`src/rtl/gelato_warp_fetch_unit.sv`:
```
// Per-warp fetch unit: freezes a selected split entry, fetches its instruction, hands it to decode, releases the entry.
// Optional performance counters are enabled with `define GELATO_FETCH_PERF_EN.
`timescale 1ns/1ps

module gelato_warp_fetch_unit #(
    parameter int unsigned ADDR_WIDTH      = 32,
    parameter int unsigned INST_WIDTH      = 32,
    parameter int unsigned SPLIT_NUM_WIDTH = 2,
    parameter int unsigned THREAD_NUM      = 32,
    parameter int unsigned PC_STEP         = 4
) (
    input  logic                       clk,
    input  logic                       rst_n,
    input  logic                       rdy,
    input  logic                       sel_valid,
    input  logic [ADDR_WIDTH-1:0]      sel_pc,
    input  logic [SPLIT_NUM_WIDTH-1:0] sel_split_num,
    output logic                       upd_valid,
    output logic [SPLIT_NUM_WIDTH-1:0] upd_split_num,
    output logic [ADDR_WIDTH-1:0]      upd_pc,
    output logic                       upd_stall,
    input  logic [THREAD_NUM-1:0]      upd_thread_mask,
    output logic                       ic_req_valid,
    input  logic                       ic_req_ready,
    output logic [ADDR_WIDTH-1:0]      ic_req_addr,
    input  logic                       ic_rsp_valid,
    input  logic [INST_WIDTH-1:0]      ic_rsp_inst,
`ifdef GELATO_FETCH_PERF_EN
    output logic [31:0]                perf_fetch_cnt,
    output logic [31:0]                perf_wait_cnt,
`endif
    output logic                       dec_valid,
    input  logic                       dec_ready,
    output logic [INST_WIDTH-1:0]      dec_inst,
    output logic [ADDR_WIDTH-1:0]      dec_pc,
    output logic [SPLIT_NUM_WIDTH-1:0] dec_split_num,
    output logic [THREAD_NUM-1:0]      dec_thread_mask
);

    localparam int unsigned PERF_WIDTH = 32;

    typedef enum logic [2:0] {
        S_IDLE = 3'd0,
        S_REQ  = 3'd1,
        S_WAIT = 3'd2,
        S_OUT  = 3'd3,
        S_COOL = 3'd4
    } state_t;

    state_t                     state_q, state_d;
    logic [ADDR_WIDTH-1:0]      pc_q, pc_d;
    logic [SPLIT_NUM_WIDTH-1:0] num_q, num_d;
    logic [THREAD_NUM-1:0]      mask_q, mask_d;
    logic [INST_WIDTH-1:0]      inst_q, inst_d;
    logic                       rsp_hold_q, rsp_hold_d;
    logic                       first_req_q, first_req_d;

    logic                       upd_valid_d;
    logic [SPLIT_NUM_WIDTH-1:0] upd_split_num_d;
    logic [ADDR_WIDTH-1:0]      upd_pc_d;
    logic                       upd_stall_d;
    logic                       ic_req_valid_d;
    logic [ADDR_WIDTH-1:0]      ic_req_addr_d;
    logic                       dec_valid_d;
    logic [INST_WIDTH-1:0]      dec_inst_d;
    logic [ADDR_WIDTH-1:0]      dec_pc_d;
    logic [SPLIT_NUM_WIDTH-1:0] dec_split_num_d;
    logic [THREAD_NUM-1:0]      dec_thread_mask_d;

    logic                       rsp_new_c;
    logic                       dec_fire_c;

    // A response is new only the first time it is seen in WAIT; later pulses are ignored
    assign rsp_new_c  = (state_q == S_WAIT) && ic_rsp_valid && !rsp_hold_q;
    assign dec_fire_c = (state_q == S_OUT) && rdy && dec_ready;

    // State and registered-output update
    always_ff @(posedge clk or negedge rst_n) begin
        if (!rst_n) begin
            state_q         <= S_IDLE;
            pc_q            <= '0;
            num_q           <= '0;
            mask_q          <= '0;
            inst_q          <= '0;
            rsp_hold_q      <= 1'b0;
            first_req_q     <= 1'b0;
            upd_valid       <= 1'b0;
            upd_split_num   <= '0;
            upd_pc          <= '0;
            upd_stall       <= 1'b0;
            ic_req_valid    <= 1'b0;
            ic_req_addr     <= '0;
            dec_valid       <= 1'b0;
            dec_inst        <= '0;
            dec_pc          <= '0;
            dec_split_num   <= '0;
            dec_thread_mask <= '0;
        end else begin
            state_q         <= state_d;
            pc_q            <= pc_d;
            num_q           <= num_d;
            mask_q          <= mask_d;
            inst_q          <= inst_d;
            rsp_hold_q      <= rsp_hold_d;
            first_req_q     <= first_req_d;
            upd_valid       <= upd_valid_d;
            upd_split_num   <= upd_split_num_d;
            upd_pc          <= upd_pc_d;
            upd_stall       <= upd_stall_d;
            ic_req_valid    <= ic_req_valid_d;
            ic_req_addr     <= ic_req_addr_d;
            dec_valid       <= dec_valid_d;
            dec_inst        <= dec_inst_d;
            dec_pc          <= dec_pc_d;
            dec_split_num   <= dec_split_num_d;
            dec_thread_mask <= dec_thread_mask_d;
        end
    end

    // Next-state and next-output logic; everything holds unless rdy allows a step
    always_comb begin
        state_d           = state_q;
        pc_d              = pc_q;
        num_d             = num_q;
        mask_d            = mask_q;
        inst_d            = inst_q;
        rsp_hold_d        = rsp_hold_q;
        first_req_d       = first_req_q;
        upd_valid_d       = 1'b0;
        upd_split_num_d   = upd_split_num;
        upd_pc_d          = upd_pc;
        upd_stall_d       = upd_stall;
        ic_req_valid_d    = ic_req_valid;
        ic_req_addr_d     = ic_req_addr;
        dec_valid_d       = dec_valid;
        dec_inst_d        = dec_inst;
        dec_pc_d          = dec_pc;
        dec_split_num_d   = dec_split_num;
        dec_thread_mask_d = dec_thread_mask;

        case (state_q)
            S_IDLE: begin
                if (rdy && sel_valid) begin
                    pc_d            = sel_pc;
                    num_d           = sel_split_num;
                    first_req_d     = 1'b1;
                    upd_valid_d     = 1'b1;
                    upd_stall_d     = 1'b1;
                    upd_pc_d        = sel_pc;
                    upd_split_num_d = sel_split_num;
                    ic_req_valid_d  = 1'b1;
                    ic_req_addr_d   = sel_pc;
                    state_d         = S_REQ;
                end
            end
            S_REQ: begin
                if (rdy) begin
                    // Table mask for num_q is valid one cycle after the stall update
                    if (first_req_q) begin
                        mask_d      = upd_thread_mask;
                        first_req_d = 1'b0;
                    end
                    if (ic_req_ready) begin
                        ic_req_valid_d = 1'b0;
                        rsp_hold_d     = 1'b0;
                        state_d        = S_WAIT;
                    end
                end
            end
            S_WAIT: begin
                // Response capture is independent of rdy so that none is lost
                if (rsp_new_c) begin
                    inst_d     = ic_rsp_inst;
                    rsp_hold_d = 1'b1;
                end
                if (rdy && (ic_rsp_valid || rsp_hold_q)) begin
                    rsp_hold_d        = 1'b0;
                    dec_valid_d       = 1'b1;
                    dec_inst_d        = rsp_new_c ? ic_rsp_inst : inst_q;
                    dec_pc_d          = pc_q;
                    dec_split_num_d   = num_q;
                    dec_thread_mask_d = mask_q;
                    state_d           = S_OUT;
                end
            end
            S_OUT: begin
                if (dec_fire_c) begin
                    dec_valid_d = 1'b0;
                    upd_valid_d = 1'b1;
                    upd_stall_d = 1'b0;
                    upd_pc_d    = pc_q + ADDR_WIDTH'(PC_STEP);
                    state_d     = S_COOL;
                end
            end
            S_COOL: begin
                if (rdy) begin
                    state_d = S_IDLE;
                end
            end
            default: begin
                state_d = S_IDLE;
            end
        endcase
    end

`ifdef GELATO_FETCH_PERF_EN
    logic wait_tick_c;

    assign wait_tick_c = rdy && ((state_q == S_REQ) || (state_q == S_WAIT));

    // Saturating performance counters
    always_ff @(posedge clk or negedge rst_n) begin
        if (!rst_n) begin
            perf_fetch_cnt <= '0;
            perf_wait_cnt  <= '0;
        end else begin
            if (dec_fire_c && (perf_fetch_cnt != '1)) begin
                perf_fetch_cnt <= perf_fetch_cnt + PERF_WIDTH'(1);
            end
            if (wait_tick_c && (perf_wait_cnt != '1)) begin
                perf_wait_cnt <= perf_wait_cnt + PERF_WIDTH'(1);
            end
        end
    end
`endif

endmodule
```
`config.mk`:
```
export PLATFORM = sky130hd
export DESIGN_NAME = gelato_warp_fetch_unit
export DESIGN_NICKNAME = d
export VERILOG_FILES = /design/src/rtl/gelato_warp_fetch_unit.sv
export SDC_FILE = /design/constraint.sdc
export NUM_CORES = 1
export LEC_CHECK = 0
export BUFFER_PORTS_ARGS = -buffer_cell sky130_fd_sc_hd__buf_2
export CORE_MARGIN = 8
export CORE_UTILIZATION = 29
export CTS_BUF_LIST = sky130_fd_sc_hd__clkbuf_8
export CTS_CLUSTER_SIZE = 25
export DETAILED_ROUTE_END_ITERATION = 8
export GPL_TIMING_DRIVEN = 0
export PLACE_DENSITY = 0.56
export SLEW_MARGIN = 25
export SYNTH_ARGS = -nofsm -noshare
export SYNTH_HDL_FRONTEND = slang
export SYNTH_SLANG_ARGS = --single-unit
```
`constraint.sdc`:
```
create_clock -name clk -period 1.8 [get_ports clk]
set_input_delay 0.54 -clock clk [delete_from_list [all_inputs] [get_ports clk]]
set_output_delay 0.54 -clock clk [all_outputs]
set_load 0.01 [all_outputs]
```
==> Yosys cells after proc, flatten, opt, wreduce, memory -nomap -nowiden <==
Index checks and enable logic that the tools add are counted.
{ "totals": {"n_memories": 0, "register_bits": 237, "rom_bits": 0, "word_cells": 77, "ramBits": 0, "latchBits": 0} }
{ "classes": {"n_addsub": 1, "n_mul": 0, "n_div": 0, "n_lt_le_gt_ge": 0, "muxes": 27, "n_reduce_logical": 22, "eq_ne": 11, "shift": 0, "n_bitwise": 0} }
{ "ops": {"columns": ["cell", "n"], "rows": [
  ["$mux W32", 3],
  ["$pmux W32 S2", 1],
  ["$add A32 B3 Y32 const B", 1],
  ["$mux W3", 6],
  ["$pmux W3 S5", 1],
  ["$pmux W1 S2", 6],
  ["$reduce_and A3 Y1", 4],
  ["$mux W1", 10],
  ["$ne A2 B2 Y1 const B", 5],
  ["$reduce_and A4 Y1", 2],
  ["$reduce_bool A2 Y1", 4],
  ["$eq A3 B2 Y1 const B", 2],
  ["$logic_and A1 B1 Y1", 6],
  ["$reduce_and A6 Y1", 1],
  ["$reduce_and A2 Y1", 2],
  ["$eq A3 B1 Y1 const B", 1],
  ["$eq A3 B3 Y1 const B", 1],
  ["$logic_not A3 Y1", 1],
  ["$ne A3 B2 Y1 const B", 1],
  ["$ne A2 B1 Y1 const B", 1],
  ["$logic_not A1 Y1", 1],
  ["$logic_or A1 B1 Y1", 1]
]} }

==> Depth between registers and ports, before layout <==
{ "depth": {"depth_word": 6, "ltp_mapped": 7} }

==> Worst setup path before layout <==
Ideal clock, no wire load.
{ "synth_timing": {"path_kind": "input port to flip-flop", "startpoint": "input port sel_valid", "endpoint": "register pc_q[10]", "stages": 6, "setup_ns": 0.127, "n_path_buf": 2, "t_arrival_ns": 1.823, "path_slack_ns": -0.150, "path_cell_list": "or3b_1 > a21o_1 > buf_6 > nor2_8 > buf_6 > mux2_1"} }
{ "synth_via": {"elab_chain_cells": 2} }
{ "synth_lines": {"columns": ["element", "line", "text"], "rows": [
  ["from (decl)", "15", "input logic sel_valid,"],
  ["$logic_and A1 B1 Y1", "143", "if (rdy && sel_valid) begin"],
  ["$reduce_and A2 Y1 (no line)", null, null],
  ["to (signal assigned)", "100", "pc_q <= pc_d;"],
  ["to (decl)", "51", "logic [ADDR_WIDTH-1:0] pc_q, pc_d;"]
]} }
Every way passes these cells.
A chain may end at the register's enable or synchronous reset.

==> Worst setup path in the final report <==
{ "layout_timing": {"startpoint": "register state_q[1]", "endpoint": "register pc_q[5]"} }
{ "layout_via": {"elab_chain_cells": 2} }
{ "layout_lines": {"columns": ["element", "line", "text"], "rows": [
  ["from (decl)", "50", "state_t state_q, state_d;"],
  ["from (signal assigned)", "99", "state_q <= state_d;"],
  ["$logic_not A3 Y1", "141", "case (state_q)"],
  ["$reduce_and A2 Y1 (no line)", null, null]
]} }
Every way passes these cells.

==> impl_metrics.csv <==
group,metric,value,unit
placement,gp_congestion,0.734,
global_route,grt_overflow_total,0,
clock_tree,clock-sinks,237,
critical_path,ff2ff_path_depth,7,
floorplanning,die_width,198,µm
synthesis,ys_types,42,
critical_path,r2r_setup_slack,-0.22,ns
detailed_routing,firstDrtPassIters,4,
placement,place_area,11800,µm²
synthesis,synth_area_leaders,"dfrtp_1 61%, mux2_2 19%, mux2_1 4.1%",
global_route,grt_pass1_wl,44000,µm
synthesis,synth_top_cell_by_area,"dfrtp_1",
critical_path,critical_path_class,"reg2reg",
critical_path,required,2.24,ns
layout,final_layout_size_suffix_gt1_share,63.1,%
job,cap_violations,0,
timing,clock.fmax,496,MHz
timing,rsz0062_at_grt,"true",
critical_path,arrival,2.45,ns
placement,port_buffers,272,
detailed_routing,drc_errors,0,
power_and_ir_drop,irDropWorstVdd,0.819,mV
synthesis,synth_top_area_share,61.5,%
layout,final_cells,1555,
detailed_routing,drt_wl_total,31100,µm
placement,dp_hpwl,19800,µm
detailed_routing,viasPerCell,4.59,
floorplanning,fp.dieH,198,µm
status,status,"complete, but fails checks",
layout,fin_area,14800,µm²
floorplanning,num_rows,67,
global_route,grt_antenna_before_repair,6,
timing,clock_skew,0.0283,ns
critical_path,crit_path_end_kind,"register",
synthesis,syn_area,9650,µm²
placement,detailedPlace.worstSlack,-0.554,ns
global_route,grt_use_total,14.3,%
synthesis,yosys_warnings,0,
clock_tree,insertion_delay,0.56,ns
placement,dp.cells,1401,
floorplanning,pin_count,273,
synthesis,synth.avg_cell_area,14.2,µm²
layout,multi_input_area,4380,µm²
floorplanning,initial_core_util,29.1,%
synthesis,synth_fp_nets,784,
detailed_routing,vias,7132,
timing,drv_slew,0,
layout,area_growth,53.6,%
floorplanning,core_area,33100,µm²
detailed_routing,wl_per_cell,20.0,µm
timing,period_share,112,%
critical_path,cp-endpoint,"pc_q[5]$_DFFE_PN0P_",
timing,worst_slew_pin_slew,0.407,ns
hold_path,hold_class,"in2reg",
timing,hold_slack,0.211,ns
hold_path,hold_depth,2,
timing,setup_violations,132,
timing,min_period,2.02,ns
detailed_routing,postRouteAntennaNets,0,
layout,nNetsFinal,1179,
critical_path,cp-startpoint,"state_q[1]$_DFFE_PN0P_",
power_and_ir_drop,p_leak,7.09,nW
critical_path,r2r-start,"state_q[1]$_DFFE_PN0P_",
layout,seq_area,5950,µm²
timing,maxSlewHeadroom,72.8,%
critical_path,r2r-end,"pc_q[5]$_DFFE_PN0P_",
detailed_routing,drt-initial-drc-count,287,
floorplanning,die_area,39400,µm²
synthesis,syn_inst,678,
timing,finalHoldViolCount,0,
clock_tree,numCtsBuffers,43,
synthesis,ys_ff_latch,237,
clock_tree,cts_tree,"done",
layout,n_fill_cell,3053,
global_route,first_global_vias,7337,
clock_tree,root_buffer,"clkbuf_8",
clock_tree,cts_max_level,2,
status,violations,"negative setup slack",
power_and_ir_drop,p_per_area,1790,nW/µm²
critical_path,startpoint_type,"register",
clock_tree,cts_buffer_depth,3,
timing,layout_setup_ws,-0.218,ns
global_route,grt_max_degree,74,
critical_path,critPathMaxFanout,10,
clock_tree,path_clk_slew,0.06,ns
synthesis,yosysSeqAreaShare,61.5,%
## worst min path at each step
stage / startpoint / endpoint
final: upd_thread_mask[22] / mask_q[22]$_DFFE_PN0P_
after global routing: upd_thread_mask[25] / mask_q[25]$_DFFE_PN0P_
after CTS: upd_thread_mask[22] / mask_q[22]$_DFFE_PN0P_
after detailed placement: rst_n / dec_pc[2]$_DFFE_PN0P_
after global placement: upd_pc[3]$_DFFE_PN0P_ / upd_pc[3]$_DFFE_PN0P_
after floorplan: rst_n / dec_inst[0]$_DFFE_PN0P_
## metrics by stage
stage | TNS [ns] | power, mW | util, %
after floorplan | -3.88 | 14.5 | -
after global placement | -1080.47 | 17.9 | 35.4
after detailed placement | -89.23 | 18.1 | 35.7
after CTS | -22.24 | 24.6 | 40.9
after global routing | -26.91 | 28.2 | 44.7
final | -13.41 | 26.5 | 44.8
## sequential cells by signal, summed over array words and instances (netlist names)
signal / cells
state_q: 3
dec_pc: 32
mask_q: 32
num_q: 2
dec_valid: 1
rsp_hold_q: 1
inst_q: 32
upd_stall: 1
upd_valid: 1
pc_q: 32
upd_pc: 32
first_req_q: 1
dec_inst: 32
ic_req_valid: 1
dec_thread_mask: 32
dec_split_num: 2
## cell usage in the layout (no fill, tap or decap), types with 7 or more instances in the layout
| cell type | synthesis | routed |
|---|---|---|
| mux2_4 | 0 | 157 |
| inv_1 | 3 | 21 |
| clkbuf_8 | 0 | 52 |
| buf_4 | 6 | 32 |
| buf_6 | 4 | 22 |
| nor2_1 | 21 | 19 |
| buf_12 | 0 | 24 |
| a22oi_2 | 0 | 18 |
| dfrtp_1 | 237 | 220 |
| o21ai_1 | 2 | 28 |
| nand2_2 | 0 | 8 |
| nand4_1 | 8 | 8 |
| nand3_1 | 18 | 17 |
| buf_8 | 0 | 11 |
| mux2_2 | 160 | 33 |
| dfrtp_2 | 0 | 17 |
| clkbuf_16 | 0 | 16 |
| a21oi_1 | 10 | 10 |
| nand2_1 | 30 | 17 |
| xnor2_1 | 7 | 7 |
| buf_2 | 16 | 271 |
| xor2_1 | 19 | 19 |
## kinds of logic after synthesis
logic type	count (synthesis)	share of synthesized area, %
adders and majority gates	1	0.130
xor gates and xnor gates	26	2.36
DFF	237	61.5
muxes	200	23.3
and+or+nand+nor	101	5.80
AOI/OAI and AO/OA	77	4.82
buffers and inverters	36	2.15
## where the power goes
group | internal, mW | switching (mW)
registers | 7.98 | 1.91
logic | 6.78 | 4.79
clock network | 2.84 | 2.25
## metal layers
layer	track usage, %	wire length [µm]	vias to the layer above
li1	-	-	3241
met1	18.3	13200	3596
met2	22.4	14500	228
met3	4.80	2590	61
met4	5.22	811	6
met5	0	40	-
## synthesized netlist by cell type
cell       instances
a2111oi_0          1
a21o_1             5
a21oi_1           10
a22oi_1           19
and3_1             5
and4_1             2
buf_2             16
buf_4              6
buf_6              4
clkbuf_1           7
dfrtp_1          237
ha_1               1
inv_1              3
mux2_1            35
mux2_2           160
mux2i_1            5
nand2_1           30
nand2b_1           1
nand3_1           18
nand3b_1           1
nand4_1            8
nor2_1            21
nor2_2             1
nor2_8             1
nor3_1             2
nor3_2             2
nor3b_1            2
nor3b_4            1
nor4_4             1
nor4b_1            1
nor4b_4            1
o211ai_1           1
o21a_1             2
o21ai_0           33
o21ai_1            2
o22ai_1            1
o31ai_1            3
or2_2              1
or3_1              1
or3b_1             1
xnor2_1            7
xor2_1            19
## what timing repair did
action	in CTS	in global routing
resized for setup	136	228
hold buffers	1	0
pin swaps	16	29
gates cloned	5	15
setup buffers	37	22
endpoints found under the setup margin	211	235
hold endpoints to repair	42	0
## area by class of cell
type	count	share of cell area [%]
Timing Repair Buffer	352	17.0
Inverter	3	0.127
Tap cell	448	3.78
Multi-Input combinational cell	405	29.6
Sequential cell	237	40.2
Clock inverter	24	0.988
Antenna cell	4	0.0675
Buffer	31	3.63
Clock buffer	51	4.74
## critical path, stage by stage (launching register included)
cell	delay, ns
dfrtp_1	0.43
or3b_1	0.39
a21o_1	0.21
buf_8	0.15
nor2_8	0.13
buf_12	0.14
buf_12	0.15
mux2_4	0.31
Note: power is estimated with default switching activity, not from simulation.
